===== config.mk =====
export PLATFORM = sky130hd
export DESIGN_NAME = matmul_scheduler
export DESIGN_NICKNAME = d
export VERILOG_FILES = /design/src/rtl/matmul_pkg.sv /design/src/rtl/matmul_wb_addr_gen.sv /design/src/rtl/matmul_scheduler.sv
export SDC_FILE = /design/constraint.sdc
export NUM_CORES = 1
export LEC_CHECK = 0
export CORE_ASPECT_RATIO = 0.75
export CORE_UTILIZATION = 45
export DETAILED_ROUTE_END_ITERATION = 12
export PLACE_DENSITY = 0.83
export SLEW_MARGIN = 10
export SYNTH_ARGS = -nofsm -noshare
export SYNTH_HDL_FRONTEND = slang
export SYNTH_SLANG_ARGS = --single-unit

===== constraint.sdc =====
create_clock -name clk_i -period 2.7 [get_ports clk_i]
set_input_delay 0.54 -clock clk_i [delete_from_list [all_inputs] [get_ports clk_i]]
set_output_delay 0.54 -clock clk_i [all_outputs]
set_load 0.02 [all_outputs]

===== src/rtl/matmul_pkg.sv =====
// Shared types and sizing constants for the matmul scheduler and its
// write-back address generator.
package matmul_pkg;

    typedef enum logic [2:0] {
        IDLE  = 3'd0,
        CLEAR = 3'd1,
        FEED  = 3'd2,
        DRAIN = 3'd3,
        WB    = 3'd4,
        DONE  = 3'd5
    } state_e;

    localparam int MAX_DIM = 4;
    localparam int DIM_W   = 2;
    localparam int CNT_W   = 4;

endpackage


===== src/rtl/matmul_wb_addr_gen.sv =====
// Row-major write-back iterator: walks (row, col) over the N x M result and
// presents the flattened element index row*MAX_DIM + col as a registered output.
module matmul_wb_addr_gen
    import matmul_pkg::*;
#(
    parameter int MAX_DIM_P = MAX_DIM
) (
    input  logic             clk_i,
    input  logic             rst_i,
    input  logic             init_i,
    input  logic             adv_i,
    input  logic [DIM_W-1:0] n_m1_i,
    input  logic [DIM_W-1:0] m_m1_i,
    output logic [CNT_W-1:0] elem_o,
    output logic             last_o
);

    logic [DIM_W-1:0] row_q, row_d;
    logic [DIM_W-1:0] col_q, col_d;
    logic [CNT_W-1:0] elem_q, elem_d;

    assign last_o = (row_q == n_m1_i) && (col_q == m_m1_i);
    assign elem_o = elem_q;

    // Wrapping to (0,0) after the final element leaves the index at 0 outside write-back.
    always_comb begin
        row_d = row_q;
        col_d = col_q;
        if (init_i) begin
            row_d = '0;
            col_d = '0;
        end else if (adv_i) begin
            if (last_o) begin
                row_d = '0;
                col_d = '0;
            end else if (col_q == m_m1_i) begin
                row_d = row_q + 1'b1;
                col_d = '0;
            end else begin
                col_d = col_q + 1'b1;
            end
        end
        elem_d = CNT_W'(row_d) * CNT_W'(MAX_DIM_P) + CNT_W'(col_d);
    end

    always_ff @(posedge clk_i or posedge rst_i) begin
        if (rst_i) begin
            row_q  <= '0;
            col_q  <= '0;
            elem_q <= '0;
        end else begin
            row_q  <= row_d;
            col_q  <= col_d;
            elem_q <= elem_d;
        end
    end

endmodule


===== src/rtl/matmul_scheduler.sv =====
// Sequencer for a systolic matrix multiply: clears the PE array, feeds it,
// drains it, then writes the N x M result to a scratchpad target under grant.
module matmul_scheduler
    import matmul_pkg::*;
#(
    parameter int DATA_WIDTH  = 8,
    parameter int BUS_WIDTH   = 32,
    parameter int SP_NTARGETS = 4,
    localparam int TGT_W      = (SP_NTARGETS > 1) ? $clog2(SP_NTARGETS) : 1
) (
    input  logic             clk_i,
    input  logic             rst_i,
    input  logic             start_i,
    input  logic [DIM_W-1:0] n_dim_i,
    input  logic [DIM_W-1:0] m_dim_i,
    input  logic [DIM_W-1:0] k_dim_i,
    input  logic [TGT_W-1:0] target_i,
    input  logic             sp_gnt_i,
    output logic             busy_o,
    output logic             done_o,
    output logic             start_ovr_o,
    output logic             pe_clear_o,
    output logic             pe_en_o,
    output logic [CNT_W-1:0] feed_cnt_o,
    output logic             sp_req_o,
    output logic [TGT_W-1:0] sp_target_o,
    output logic [CNT_W-1:0] sp_elem_o
);

    localparam int MAX_DIM = BUS_WIDTH / DATA_WIDTH;

    state_e           state_q;
    logic [DIM_W-1:0] n_q, m_q, k_q;
    logic [TGT_W-1:0] tgt_q;
    logic [CNT_W-1:0] feed_q;
    logic             busy_q, done_q, ovr_q, clr_q, en_q, req_q;
    logic [TGT_W-1:0] sp_tgt_q;

    logic             wb_adv;
    logic             wb_last;
    logic             feed_last;

    assign wb_adv = req_q & sp_gnt_i;
    // Dimensions are held minus one, so L-1 = K+N+M-3 is simply their sum.
    assign feed_last = (feed_q == (CNT_W'(n_q) + CNT_W'(m_q) + CNT_W'(k_q)));

    matmul_wb_addr_gen #(
        .MAX_DIM_P (MAX_DIM)
    ) u_addr_gen (
        .clk_i  (clk_i),
        .rst_i  (rst_i),
        .init_i (state_q != WB),
        .adv_i  (wb_adv),
        .n_m1_i (n_q),
        .m_m1_i (m_q),
        .elem_o (sp_elem_o),
        .last_o (wb_last)
    );

    always_ff @(posedge clk_i or posedge rst_i) begin
        if (rst_i) begin
            state_q  <= IDLE;
            n_q      <= '0;
            m_q      <= '0;
            k_q      <= '0;
            tgt_q    <= '0;
            feed_q   <= '0;
            busy_q   <= 1'b0;
            done_q   <= 1'b0;
            ovr_q    <= 1'b0;
            clr_q    <= 1'b0;
            en_q     <= 1'b0;
            req_q    <= 1'b0;
            sp_tgt_q <= '0;
        end else begin
            clr_q  <= 1'b0;
            done_q <= 1'b0;
            ovr_q  <= start_i && (state_q != IDLE);
            case (state_q)
                IDLE: begin
                    if (start_i) begin
                        n_q     <= n_dim_i;
                        m_q     <= m_dim_i;
                        k_q     <= k_dim_i;
                        tgt_q   <= target_i;
                        clr_q   <= 1'b1;
                        busy_q  <= 1'b1;
                        state_q <= CLEAR;
                    end
                end
                CLEAR: begin
                    en_q    <= 1'b1;
                    feed_q  <= '0;
                    state_q <= FEED;
                end
                FEED: begin
                    if (feed_last) begin
                        feed_q  <= '0;
                        state_q <= DRAIN;
                    end else begin
                        feed_q <= feed_q + 1'b1;
                    end
                end
                DRAIN: begin
                    en_q     <= 1'b0;
                    req_q    <= 1'b1;
                    sp_tgt_q <= tgt_q;
                    state_q  <= WB;
                end
                WB: begin
                    if (wb_adv && wb_last) begin
                        req_q    <= 1'b0;
                        sp_tgt_q <= '0;
                        busy_q   <= 1'b0;
                        done_q   <= 1'b1;
                        state_q  <= DONE;
                    end
                end
                DONE: begin
                    state_q <= IDLE;
                end
                default: begin
                    state_q <= IDLE;
                end
            endcase
        end
    end

    assign busy_o      = busy_q;
    assign done_o      = done_q;
    assign start_ovr_o = ovr_q;
    assign pe_clear_o  = clr_q;
    assign pe_en_o     = en_q;
    assign feed_cnt_o  = feed_q;
    assign sp_req_o    = req_q;
    assign sp_target_o = sp_tgt_q;

endmodule


* After elaboration in Yosys (flattened, before gate mapping) *
Index checks and enable logic that the tools add are counted.

storage, ports and cells
  register bits = 31
  latch bits = 0
  memory bits (writable) = 0
  memory bits (read-only) = 0
  input bits = 12
  output and inout port bits = 16
  logic and storage cells = 72
  memories kept = 0

operators by class
  add/subtract/negate cells = 6
  $mul = 0
  div/mod/pow operators = 0
  $lt $le $gt $ge = 0
  eq/ne operators = 11
  shifts and indexed selects = 0
  multiplexer cells = 25
  bitwise logic cells = 1
  reductions and logical operators = 13

operators by type and width
  operator                                              count
  2-to-1 mux 2 bit                                      9
  one-hot mux 3 bit (5 select lines)                    1
  2-to-1 mux 3 bit                                      3
  one-hot mux 4 bit (2 select lines)                    1
  nonzero test 2 bit                                    4
  equality test 3 x 2 -> 1 bit (second input constant)  2
  2-to-1 mux 1 bit                                      6
  != test 2 bit (second input constant)                 3
  one-hot mux 1 bit (2 select lines)                    3
  AND reduction 3 bit                                   2
  adder 2 x 1 -> 2 bit (second input constant)          2
  adder 3 x 2 -> 4 bit                                  1
  adder 4 x 1 -> 4 bit (second input constant)          1
  adder 4 x 2 -> 4 bit                                  1
  equality test 2 bit                                   2
  equality test 4 bit                                   1
  2-to-1 mux 4 bit                                      1
  one-hot mux 2 bit (2 select lines)                    1
  AND reduction 2 bit                                   2
  adder 2 x 2 -> 3 bit                                  1
  equality test 3 x 1 -> 1 bit (second input constant)  1
  equality test 3 bit (second input constant)           1
  logical AND 1 bit                                     3
  logical NOT 3 bit                                     1
  3 further kinds                                       3

* Depth between registers and ports, before layout *
Gate-level depths: netlist of the first run.

  word-level depth = 6
  depth in mapped cells = 9

* Modules after synthesis *
Synthesis of the first run repeated with hierarchy kept, for this count alone.

unflattened totals
  cells, all modules = 129
  area total of the unflattened synthesis = 1,367.6 µm²

by module, submodules not included
  module              instances  cells each  area an instance (µm²)  seq. area each (µm²)
  matmul_scheduler    1          98          1,103.6                 575.6
  matmul_wb_addr_gen  1          31          264.0                   100.1

* Least setup slack after synthesis of the first run *
OpenSTA, ideal clock, no wires.

  path type = reg2reg
  start = register n_q[1]
  end = register feed_q[0], in the netlist feed_cnt_o[0]
  arrival = 2,133 ps
  required time = 2,575 ps
  path slack = 442 ps
  stages on the path, launching flop included = 9
  path buffers = 0
  path through = dfrtp_1 > inv_1 > fa_1 > inv_1 > ha_1 > ha_1 > xnor2_1 > a41oi_4 > mux2_2

on the way
  word-level cells in the longest chain between the ends = 5

ends and longest elaborated chain
  item                                RTL line                 source
  start, declared                     matmul_scheduler.sv:33   logic [DIM_W-1:0] n_q, m_q, k_q;
  start signal, assigned              matmul_scheduler.sv:82   n_q <= n_dim_i;
  adder 2 x 2 -> 3 bit                matmul_scheduler.sv:45   assign feed_last = (feed_q == (CNT_W'(n_q) + CNT_W'(m_q) + CNT_W'(k_q)));
  adder 3 x 2 -> 4 bit                matmul_scheduler.sv:45
  equality test 4 bit                 matmul_scheduler.sv:45
  2-to-1 mux 4 bit                    matmul_scheduler.sv:97   if (feed_last) begin
  one-hot mux 4 bit (2 select lines)  matmul_scheduler.sv:79   case (state_q)
  end signal, assigned                matmul_scheduler.sv:101  feed_q <= feed_q + 1'b1;
  end, declared                       matmul_scheduler.sv:35   logic [CNT_W-1:0] feed_q;

Every way passes these cells.
A chain may end at the register's enable or synchronous reset.

* Worst setup path after layout of the first run *
Ends and elaborated chain as after synthesis.

==> flow_summary.toml, run 1 <==
[sta]
rsz0062_at_grt = "false"
worst_pin_slew_ns = 0.432
tns_ns = 0
max_freq_ghz = 0.422
whs_ns = 0.513
fin_worst_skew_ns = 0.00415
finalCriticalPeriod_ns = 2.37
hold_viol = 0
setup_viol = 0
maxSlewViolCount = 0
max-slew-margin-rel_pct = 71.0
finalCritPeriodShare_pct = 87.9

[worst_setup_path]
reg2reg_from = "n_q[1]"
cp.depth = 8
regToRegEndpoint = "feed_cnt_o[0]"
required_ns = 2.86
worstRegToRegCells = 8
crit_slowest_cell = "fa_1"
r2r_setup_slack_ns = 0.33
cp_cell_sequence = "inv_1 > fa_1 > inv_1 > ha_1 > ha_1 > xnor2_1 > a41oi_4 > mux2_2"
crit_arrival_ns = 2.53
critical-path-top-delay-family = "adder cells"
slowest_delay_ns = 0.53
worstSetupEndpointType = "flop"
crit_buf_inv = 2
path_max_fanout = 6
path_class = "reg2reg"
cp-start-kind = "flop"

[placement]
dp_cells = 189
gp_congestion = 0.798
dpl.hpwl_mm = 1.90
placed_area_um2 = 1640
io_buffers = 27

[synthesis]
synthesis.area_um2 = 1320
synth.distinct_cells = 33
yosysTopAreaCellShare_pct = 51.1
synth_edf_count = 0
syn-num-nets = 143
yosysSeqAreaShare_pct = 51.1
synth_cells = 126
synth_top_cell_by_area = "dfrtp_1"
synth_area_leaders = "dfrtp_1 (51%), xnor2_1 (4.6%), nand2_1 (4.5%)"
syn_avg_cell_area_um2 = 10.5
async_flop_share_pct = 100
yosysWarnings = 0
synth.cells.most_frequent = "dfrtp_1 (27), nand2_1 (16), inv_1 (12)"
synth_most_common_cell = "dfrtp_1"
ys_ff_latch = 27
synthFlopType = "dfrtp_1"

[cts]
root_buffer = "clkbuf_8"
postCtsHoldBufs = 0
cts_sinks = 27
postCtsResizedCells = 0
ctsLongestPathBuffers = 2
clk-insertion-delay-late_ns = 0.27
cts_buffers = 3
cts_tree = "done"
clkSlewWorstSetupHoldPaths_ns = 0.09
htreeDepth = 1
cts_setup_buffers = 0

[final_layout]
finalNonFillerCells = 193
fin_nets = 175
drive_above_1_share_pct = 8.92
utilization_pct = 62.5
seq_area_um2 = 676
num-fill-cells = 222
antennaDiodeCount = 0
stdcell_area_um2 = 1690
multi_input_area_um2 = 591
area.growth.synth_to_final_pct = 27.7

[pwr]
max-vdd-ir-drop_mv = 0.635
power_leakage_nw = 0.748
powerDensity_nw_per_um2 = 1100

[routing]
drt-wirelength-per-cell_um = 13.0
drt_iter0_drc = 31
totalWireLength_mm = 2.50
via_per_inst = 5.19
drtPass1Iterations = 4
drc = 0
vias = 1002
antenna_left = 0

[status]
outcome = "complete, no violations"

[die]
die_area_um2 = 3160
die_y_um = 48.9
rows = 16
fp.dieW_um = 64.6
pin_count = 28
core_um2 = 2700
initial_core_util_pct = 48.9

[worst_hold_path]
whs_path_depth = 1
hold_end = "pe_en_o"
min_path_type = "reg2reg"
hp-start = "pe_en_o"

[global_route]
antenna_found_initial = 0
grt_start_max_net_pins = 28
grt_pass1_wl_mm = 4.33
grt_pass1_vias = 998
grt_usage_pct = 17.9
grt_overflow_total = 0

[job]
drv_cap = 0
per-stage QoR:
step	total power (W)	worst slack [ns]
floorplan	0.00136	0.442
global placement	0.00159	0.387
detailed placement	0.00163	0.343
CTS	0.00187	0.321
global route	0.00201	0.176
finish	0.00185	0.328
power by group:
part	leakage [nW]	internal, W	switching, W
clock	0.0255	0.000103	0.000121
sequential	0.339	0.000544	0.000137
combinational	0.384	0.000439	0.000506
total	0.748	0.00109	0.000765
flip-flops by register name (all words and copies together) (netlist names), 2 cells and up:
signal             count
k_q                    2
feed_cnt_o             4
n_q                    2
u_addr_gen.elem_o      2
sp_target_o            2
tgt_q                  2
state_q                3
m_q                    2
worst reg2reg max path: stages, from the launching register on:
cell	delay, ns
dfrtp_1	0.42
inv_1	0.10
fa_1	0.53
inv_1	0.04
ha_1	0.18
ha_1	0.28
xnor2_1	0.23
a41oi_4	0.19
mux2_2	0.29
kinds of logic (layout without fill, tap and decap cells):
group                    count (synthesis)  in the layout  share of synthesized area (%)
buffers and inverters                   14             45                           4.17
multiplexers                             4              4                           3.31
adder cells (fa/ha/maj)                  5              5                           5.87
XOR/XNOR                                 9              9                           5.97
flip-flops                              27             27                           51.1
AND/OR/NAND/NOR                         43             43                           17.1
AO/OA/AOI/OAI                           24             24                           12.4
worst max-delay path by stage:
| stage | slack (ns) | start | endpoint |
|---|---|---|---|
| 2_1_floorplan | 0.44 | n_q[1] | feed_cnt_o[0] |
| 3_3_place_gp | 0.39 | n_q[1] | feed_cnt_o[0] |
| 3_5_place_dp | 0.34 | n_q[1] | feed_cnt_o[0] |
| 4_1_cts | 0.32 | n_q[1] | feed_cnt_o[0] |
| 5_1_grt | 0.18 | n_q[1] | feed_cnt_o[0] |
| 6_report | 0.33 | n_q[1] | feed_cnt_o[0] |
final cells by class:
class                      instances  share of cell area, %
multi-input combinational         85                   35.0
clock inverter                     1                  0.297
tap                               36                   2.67
clock buffer                       3                   2.45
timing repair buffer              29                   16.9
inverter                          12                   2.67
sequential                        27                   40.0
layout by cell type (no fill, tap or decap), types with 3 or more instances in the layout:
cell type,synthesis,final
a21oi_1,7,7
clkbuf_8,0,3
clkdlybuf4s50_1,0,27
dfrtp_1,27,27
ha_1,3,3
inv_1,12,12
mux2_2,3,3
nand2_1,16,16
nor2_1,9,9
nor3_1,3,3
o21ai_0,8,8
xnor2_1,7,7
per-layer routing:
| metal | up-vias | wire length, um | part of all wire [%] | track usage, % |
|---|---|---|---|---|
| met3 | 6 | 100 | 4.0 | 4.21 |
| met5 | - | 0 | 0 | 0 |
| met2 | 21 | 1200 | 48 | 30.4 |
| li1 | 493 | - | - | - |
| met1 | 482 | 1160 | 46 | 22.0 |
| met4 | 0 | 43 | 1.7 | 7.41 |
Power figures use the tool's default switching activity.
==> inputs of run 2 (changes only) <==
--- a/config.mk
+++ b/config.mk
@@ -6,9 +6,9 @@
 export NUM_CORES = 1
 export LEC_CHECK = 0
 export CORE_ASPECT_RATIO = 0.75
-export CORE_UTILIZATION = 45
+export CORE_UTILIZATION = 49
 export DETAILED_ROUTE_END_ITERATION = 12
-export PLACE_DENSITY = 0.83
+export PLACE_DENSITY = 0.88
 export SLEW_MARGIN = 10
 export SYNTH_ARGS = -nofsm -noshare
 export SYNTH_HDL_FRONTEND = slang
==> run 2 against run 1 <==
Against the previous run:
- count of clock-buffer cells in the layout unchanged
- cell count down 1.0%
- final area down 1.1%
- non-clock buffer count unchanged
- largest cell class unchanged
- highest routed layer unchanged
- critical endpoint unchanged
- core utilization up 6.5 points
==> flow_summary.toml, run 2 (synthesis gave the netlist of run 1 again) <==
[final_layout]
area.growth.synth_to_final_pct = 26.3
stdcell_area_um2 = 1670
fin_nets = 175
drive_above_1_share_pct = 8.92
utilization_pct = 68.9
antennaDiodeCount = 0
layout_common_cells = "dfrtp_1 (27), clkdlybuf4s50_1 (27), nand2_1 (16), inv_1 (12), nor2_1 (9)"
largest_reg_flops = 4
finalNonFillerCells = 191

[status]
outcome = "complete, no violations"

[sta]
worst_pin_slew_ns = 0.468
finalCritPeriodShare_pct = 89.4
max-slew-margin-rel_pct = 68.5
rsz0062_at_grt = "false"
setup_viol = 0
max_freq_ghz = 0.415
finalCriticalPeriod_ns = 2.41
maxSlewViolCount = 0
fin_worst_skew_ns = 0.00578
tns_ns = 0
hold_viol = 0

[cts]
cts_sinks = 27
ctsLongestPathBuffers = 2
clk-insertion-delay-late_ns = 0.34
cts_setup_buffers = 0
postCtsResizedCells = 0
htreeDepth = 1
root_buffer = "clkbuf_4"
cts_buffers = 3
clkSlewWorstSetupHoldPaths_ns = 0.15
postCtsHoldBufs = 0
cts_tree = "done"

[worst_setup_path]
crit_arrival_ns = 2.65
path_max_fanout = 6
crit_slowest_cell = "fa_1"
slowest_delay_ns = 0.53
path_class = "reg2reg"
cp_cell_sequence = "inv_1 > fa_1 > inv_1 > ha_1 > ha_1 > xnor2_1 > a41oi_4 > mux2_2"
worstSetupEndpointType = "flop"
required_ns = 2.94
cp-start-kind = "flop"

[global_route]
grt_overflow_total = 0
grt_start_max_net_pins = 28
grt_pass1_vias = 950
grt_pass1_wl_mm = 4.31
grt_usage_pct = 21.1
antenna_found_initial = 0

[routing]
totalWireLength_mm = 2.59
vias = 998
antenna_left = 0
drt_iter0_drc = 18
drt-wirelength-per-cell_um = 13.5
wl_met2_mm = 1.28
drc = 0
routed.top_layer = "met4"
routed-wl-met3_um = 115
drtPass1Iterations = 4
via_per_inst = 5.23
wl_met1_mm = 1.18

[placement]
gp_congestion = 0.800
dpl.hpwl_mm = 1.93
dp_cells = 187
io_buffers = 27
placed_area_um2 = 1640

[die]
fp.dieW_um = 62.0
core_um2 = 2420
pin_count = 28
die_y_um = 47.0
rows = 15
die_area_um2 = 2910
initial_core_util_pct = 54.6

[pwr]
power_leakage_nw = 0.736
powerDensity_nw_per_um2 = 1090
max-vdd-ir-drop_mv = 0.625
finalPower_w = 0.00182

[worst_hold_path]
min_path_type = "reg2reg"

[job]
drv_cap = 0
[run 2: routing by layer]
metal / track usage [%] / up-vias
li1: - / 495
met1: 27.6 / 476
met2: 35.3 / 25
met3: 6.61 / 2
met4: 3.56 / 0
met5: 0 / -
[run 2: worst paths after layout]
check                      cells after the start  slack (ns)        endpoint   start
setup / recovery                               8        0.29   feed_cnt_o[0]  n_q[1]
hold / removal                                 2        0.51          busy_o  busy_o
setup reg to reg                               8        0.29   feed_cnt_o[0]  n_q[1]
hold reg to reg                                2        0.51          busy_o  busy_o
max in group asynchronous                      3        1.89          m_q[0]   rst_i
min in group asynchronous                      3        0.55  sp_target_o[1]   rst_i
[run 2: cell type report]
type	count	area (um^2)
Clock buffer	3	22.5
Fill cell	178	752
Inverter	12	45.0
Timing Repair Buffer	29	285
Clock inverter	1	7.51
Tap cell	34	42.5
Multi-Input combinational cell	85	591
Sequential cell	27	676
[run 2: metrics by stage]
step	hold WS, ns	setup slack [ns]
2_1_floorplan	0.501	0.442
3_3_place_gp	0.474	0.390
3_5_place_dp	0.485	0.299
4_1_cts	0.518	0.271
5_1_grt	0.541	0.164
6_report	0.510	0.288
[run 2: where the power goes]
| group | switching, W | internal (W) |
|---|---|---|
| Sequential | 0.000136 | 0.000543 |
| Combinational | 0.000517 | 0.000442 |
| Clock | 0.000127 | 0.0000569 |
| Total | 0.000779 | 0.00104 |
[run 2: worst max-delay path, delay by kind of cell (launching register included)]
family	cells	cell delay, ns
adder cells (fa/ha/maj)	3	1.00
flip-flops	1	0.44
multiplexers	1	0.30
XOR/XNOR	1	0.24
buffers and inverters	2	0.14
AO/OA/AOI/OAI	1	0.19
==> inputs of run 3 (changes only) <==
--- a/config.mk
+++ b/config.mk
@@ -9,6 +9,7 @@
 export CORE_UTILIZATION = 49
 export DETAILED_ROUTE_END_ITERATION = 12
 export PLACE_DENSITY = 0.88
+export SKIP_CTS_REPAIR_TIMING = 1
 export SLEW_MARGIN = 10
 export SYNTH_ARGS = -nofsm -noshare
 export SYNTH_HDL_FRONTEND = slang
==> results of run 3 <==
Final layout, timing and power as in run 2 (identical DEF).
